$ cat src/rtl/mem_access_unit.sv
// -----------------------------------------------------------------------------
// mem_access_unit
// Initiator side of the word-addressed instruction/data memory interface.
// Takes one load/store at a time from the datapath, drives the word-only memory
// and returns an aligned, zero/sign-extended result. Byte and halfword stores
// are performed as a read-modify-write of the containing word.
//
// Ports
//   clk            : system clock, rising edge
//   reset          : asynchronous, active-low reset
//   req_valid      : request present
//   req_ready      : request accepted when high (IDLE only)
//   req_write      : 1 = store, 0 = load
//   req_size       : 0 byte, 1 halfword, 2 word, 3 illegal
//   req_signed     : sign-extend subword loads
//   req_addr       : byte address
//   req_wdata      : store data, right-aligned
//   resp_valid     : one-cycle response pulse
//   resp_rdata     : load result (0 for stores and errors)
//   resp_err       : misaligned / illegal size / out of range
//   mem_address    : word-aligned memory address
//   mem_write_data : memory write data
//   mem_read       : MemRead
//   mem_write      : MemWrite
//   mem_rdata      : memory read data (combinational)
// -----------------------------------------------------------------------------
module mem_access_unit #(
   parameter int unsigned MEM_BYTES = 1024
) (
   input  logic        clk,
   input  logic        reset,
   input  logic        req_valid,
   output logic        req_ready,
   input  logic        req_write,
   input  logic [1:0]  req_size,
   input  logic        req_signed,
   input  logic [31:0] req_addr,
   input  logic [31:0] req_wdata,
   output logic        resp_valid,
   output logic [31:0] resp_rdata,
   output logic        resp_err,
   output logic [31:0] mem_address,
   output logic [31:0] mem_write_data,
   output logic        mem_read,
   output logic        mem_write,
   input  logic [31:0] mem_rdata
);

   typedef enum logic [1:0] {
      S_IDLE = 2'd0,
      S_RD   = 2'd1,
      S_WR   = 2'd2,
      S_RESP = 2'd3
   } state_t;

   localparam logic [1:0] SZ_BYTE = 2'd0;
   localparam logic [1:0] SZ_HALF = 2'd1;
   localparam logic [1:0] SZ_WORD = 2'd2;
   localparam logic [1:0] SZ_ILL  = 2'd3;

   state_t      r_state;
   state_t      w_next;

   logic [31:0] r_addr;
   logic [31:0] r_wdata;
   logic [1:0]  r_size;
   logic        r_signed;
   logic        r_write;
   logic        r_err;
   logic [31:0] r_data_q;

   logic        w_accept;
   logic        w_err;
   logic [31:0] w_aligned;
   logic [31:0] w_merge;
   logic [31:0] w_load;
   logic [7:0]  w_byte;
   logic [15:0] w_half;

   assign w_accept  = (r_state == S_IDLE) && req_valid;
   assign w_aligned = {r_addr[31:2], 2'b00};

   // Request legality, evaluated on the live request at the accept edge.
   always_comb begin
      w_err = 1'b0;
      if (req_size == SZ_ILL)
         w_err = 1'b1;
      if ((req_size == SZ_HALF) && req_addr[0])
         w_err = 1'b1;
      if ((req_size == SZ_WORD) && (req_addr[1:0] != 2'b00))
         w_err = 1'b1;
      if (req_addr >= MEM_BYTES)
         w_err = 1'b1;
   end

   // State register
   always_ff @(posedge clk or negedge reset) begin
      if (!reset)
         r_state <= S_IDLE;
      else
         r_state <= w_next;
   end

   // Request latch and read-data capture
   always_ff @(posedge clk or negedge reset) begin
      if (!reset) begin
         r_addr   <= '0;
         r_wdata  <= '0;
         r_size   <= '0;
         r_signed <= 1'b0;
         r_write  <= 1'b0;
         r_err    <= 1'b0;
         r_data_q <= '0;
      end else begin
         if (w_accept) begin
            r_addr   <= req_addr;
            r_wdata  <= req_wdata;
            r_size   <= req_size;
            r_signed <= req_signed;
            r_write  <= req_write;
            r_err    <= w_err;
         end
         if (r_state == S_RD)
            r_data_q <= mem_rdata;
      end
   end

   // Next-state logic
   always_comb begin
      w_next = r_state;
      case (r_state)
         S_IDLE: begin
            if (req_valid) begin
               if (w_err)
                  w_next = S_RESP;
               else if (!req_write)
                  w_next = S_RD;
               else if (req_size == SZ_WORD)
                  w_next = S_WR;
               else
                  w_next = S_RD;   // read phase of read-modify-write
            end
         end
         S_RD:    w_next = r_write ? S_WR : S_RESP;
         S_WR:    w_next = S_RESP;
         S_RESP:  w_next = S_IDLE;
         default: w_next = S_IDLE;
      endcase
   end

   // Subword store merge into the word captured during RD
   always_comb begin
      w_merge = r_data_q;
      case (r_size)
         SZ_BYTE: begin
            case (r_addr[1:0])
               2'd0:    w_merge[7:0]   = r_wdata[7:0];
               2'd1:    w_merge[15:8]  = r_wdata[7:0];
               2'd2:    w_merge[23:16] = r_wdata[7:0];
               default: w_merge[31:24] = r_wdata[7:0];
            endcase
         end
         SZ_HALF: begin
            if (r_addr[1])
               w_merge[31:16] = r_wdata[15:0];
            else
               w_merge[15:0]  = r_wdata[15:0];
         end
         default: w_merge = r_wdata;
      endcase
   end

   // Load lane extraction and extension
   always_comb begin
      w_byte = r_data_q[7:0];
      case (r_addr[1:0])
         2'd0:    w_byte = r_data_q[7:0];
         2'd1:    w_byte = r_data_q[15:8];
         2'd2:    w_byte = r_data_q[23:16];
         default: w_byte = r_data_q[31:24];
      endcase
      w_half = r_addr[1] ? r_data_q[31:16] : r_data_q[15:0];

      w_load = r_data_q;
      case (r_size)
         SZ_BYTE: w_load = {{24{r_signed & w_byte[7]}}, w_byte};
         SZ_HALF: w_load = {{16{r_signed & w_half[15]}}, w_half};
         default: w_load = r_data_q;
      endcase
   end

   // Moore output decode; async reset forces IDLE so mem_write drops at once.
   always_comb begin
      req_ready      = 1'b0;
      resp_valid     = 1'b0;
      resp_rdata     = '0;
      resp_err       = 1'b0;
      mem_address    = '0;
      mem_write_data = '0;
      mem_read       = 1'b0;
      mem_write      = 1'b0;
      case (r_state)
         S_IDLE: req_ready = 1'b1;
         S_RD: begin
            mem_read    = 1'b1;
            mem_address = w_aligned;
         end
         S_WR: begin
            mem_write      = 1'b1;
            mem_address    = w_aligned;
            mem_write_data = w_merge;
         end
         S_RESP: begin
            resp_valid = 1'b1;
            resp_err   = r_err;
            if (!r_err && !r_write)
               resp_rdata = w_load;
         end
         default: ;
      endcase
   end

endmodule

$ cat config.mk
export PLATFORM = sky130hd
export DESIGN_NAME = mem_access_unit
export DESIGN_NICKNAME = d
export VERILOG_FILES = /design/src/rtl/mem_access_unit.sv
export SDC_FILE = /design/constraint.sdc
export NUM_CORES = 1
export LEC_CHECK = 0
export CORE_MARGIN = 1
export CORE_UTILIZATION = 30
export DETAILED_ROUTE_END_ITERATION = 12
export MAX_ROUTING_LAYER = met4
export PLACE_DENSITY = 0.55
export SYNTH_ARGS = -nofsm -noshare
export SYNTH_HDL_FRONTEND = slang
export SYNTH_SLANG_ARGS = --single-unit
$ cat constraint.sdc
create_clock -name clk -period 2.2 [get_ports clk]
set_clock_uncertainty 0.05 [all_clocks]
set_input_delay 0.44 -clock clk [delete_from_list [all_inputs] [get_ports clk]]
set_output_delay 0.44 -clock clk [all_outputs]
set_load 0.01 [all_outputs]
==> flow_metrics.py <==
metrics = {
    "run_status": {
        "status": "finished, violations left",
        "violations": "negative hold slack, negative setup slack",
    },
    "setup_path": {
        "cp.arrival_ns": 2.20,
        "endpoint_kind": "output port",
        "crit_required_ns": 1.71,
        "r2r_end": "r_state[1]",
        "path_class": "flip-flop to output port",
        "r2r_slack_ns": 0.28,
        "crit_fanout": 6,
        "rr_startpoint": "r_state[0]",
        "worstSetupStartpointType": "flip-flop",
        "critPathLaunch": "r_addr[1]",
        "r2r_cells": 11,
    },
    "timing": {
        "hold_violations": 2,
        "finalMaxSlewViolations": 0,
        "grt_setup_unrepaired": "yes",
        "maxSlewHeadroom": 0.665,
        "fmax_mhz": 372,
        "fin_crit_ns": 2.69,
        "fin_tns_setup_ns": -25.11,
        "holdWs_ns": -0.00703,
        "finalWorstSetupSlack_ns": -0.490,
        "tightest_slew_ns": 0.502,
        "fin_crit_sh": 1.22,
        "setup_violations": 94,
    },
    "clock_network": {
        "path_clk_slew_ns": 0.07,
        "clock_latency_ns": 0.35,
        "cts_root_buf": "clkbuf_16",
        "htree_levels": 3,
        "cts_buffer_depth": 2,
        "clock_sinks": 103,
        "cts_buffers": 9,
        "cts_tree": "built",
    },
    "floorplanning": {
        "rows": 50,
        "boundaryPins": 204,
        "core_area_um2": 18900,
        "dieArea_um2": 20000,
        "die_h_um": 142,
        "die_w_um": 142,
        "start_util": 0.309,
    },
    "grt": {
        "first_global_vias": 5717,
        "overflow": 0,
        "antenna_found_initial": 2,
        "track_usage": 0.223,
        "grt_pass1_wl_um": 32900,
        "grt_start_max_net_pins": 45,
    },
    "routing": {
        "routed_wl_um": 21700,
        "num_vias": 5557,
        "viasPerCell": 5.00,
        "routedWlPerCell_um": 19.5,
        "drtIter0Drc": 229,
        "drc": 0,
        "drt-pass1-iter-count": 4,
        "drtAntennaViolNets": 0,
    },
    "power": {
        "p_leak_nw": 4.52,
        "peakVddDrop_uv": 856,
        "powerDensity_nw_per_um2": 1700,
    },
    "layout": {
        "final_cells": 1111,
        "fin_nets": 951,
        "drive_gt1_frac": 0.545,
        "syn2layout_area_growth_pct": 71.0,
        "post-route-util": 0.529,
        "fin_area_um2": 9990,
    },
    "yosys": {
        "muxShareOfSynthArea": 0.251,
        "synth_common_cells": "mux2_2, dfrtp_1, nand2_1, and2_1, clkbuf_1",
        "syn_area_per_cell_um2": 10.6,
        "synth_compound_area_frac": 0.139,
        "yosysUniqueCellTypes": 41,
        "synth_edf_count": 0,
        "synth_top_area_frac": 0.441,
        "synth_most_common_cell": "mux2_2",
        "synth_top_family_by_area": "multiplexers",
        "synthFlopType": "dfrtp_1",
        "synthArstFlopShare": 1.00,
        "synth_top_cell_by_area": "dfrtp_1",
        "syn_inst": 551,
        "synth_fa_ha_area_frac": 0.00856,
        "synth-seq-cells": 103,
        "synth-xor-area-share": 0,
        "yosysSeqAreaShare": 0.441,
        "synth_top_cells_by_area": "dfrtp_1, mux2_2, mux2i_1",
        "synth.cell_area_um2": 5850,
        "yosysWarnings": 0,
        "synth-simple-area-share": 0.121,
    },
    "place": {
        "gp_congestion": 0.902,
        "dp_hpwl_um": 15100,
        "place_area_um2": 8610,
        "dp.cells": 1035,
        "port_buffers": 201,
    },
    "run": {
        "maxCapViolCount": 0,
    },
    "hold_path": {
        "hold_path_class": "input pin to async pin",
    },
}
## metal layers
metal / global-route usage / routed length [um]
met3: 0.0591 / 1480
met1: 0.270 / 9110
met5: - / 0
met2: 0.359 / 10400
met4: 0.0764 / 644
## worst max-delay path by stage
stage / endpoint / slack [ns]
after floorplan: resp_rdata[7] / 0.02
after global placement: mem_write_data[29] / -0.35
after detailed placement: mem_write_data[29] / -0.36
after CTS: resp_rdata[27] / -0.67
after global routing: resp_rdata[18] / -0.55
final: resp_rdata[19] / -0.49
## metrics by stage
step,setup WS (ns),total power [mW]
5_1_grt,-0.548,18.0
2_1_floorplan,0.0194,8.07
4_1_cts,-0.667,15.9
6_report,-0.490,17.0
3_3_place_gp,-0.347,12.1
3_5_place_dp,-0.365,12.2
## cell usage in the layout, fill, tap and decap left out, types with 13 or more instances in the layout
cell type	n
mux2_2	99
nor2b_1	16
a21oi_1	13
buf_6	84
mux2i_1	19
nor2_1	15
buf_4	65
buf_2	48
and2_4	31
clkdlybuf4s50_1	101
nand2_1	41
dfrtp_1	100
## where the power goes
group | switching (mW) | total, mW | internal (mW)
registers | 1.14 | 4.02 | 2.88
clock network | 0.765 | 1.58 | 0.815
logic | 4.79 | 11.4 | 6.59
## cell families after synthesis
kind of cell | count (synthesis)
flip-flops | 103
adder cells (fa/ha/maj) | 4
AO/OA/AOI/OAI | 117
other | 1
multiplexers | 132
buffers and inverters | 52
AND/OR/NAND/NOR | 142
## layout make-up
type,count,area [um2]
repair buffers,325,3140
multi-input cells,397,3620
clock inverters,6,50.0
fillers,1729,8900
inverters,8,32.5
diodes,2,5.00
clock buffers,10,239
well taps,260,325
flip-flops and latches,103,2580
## critical path: stages, from the launching register on
cell and delay, ns:
dfrtp_2 0.40, mux4_2 0.52, and2_4 0.19, o2111ai_4 0.28
buf_12 0.16, buf_6 0.10, nand2_1 0.05, buf_2 0.13
## timing repair
action / CTS / global route
hold buffers: 0 / 0
gates cloned: 6 / 1
pin swaps: 13 / 45
resized for setup: 522 / 137
setup buffers: 39 / 23
endpoints found under the setup margin: 98 / 96
## sequential cells by signal, indices dropped and copies added, names as in the netlist
| register | cells |
|---|---|
| r_addr | 32 |
| r_data_q | 32 |
| r_wdata | 32 |
| r_size | 2 |
| r_state | 2 |
| r_err | 1 |
| r_signed | 1 |
| r_write | 1 |
Note: power is estimated with default switching activity, not from simulation.
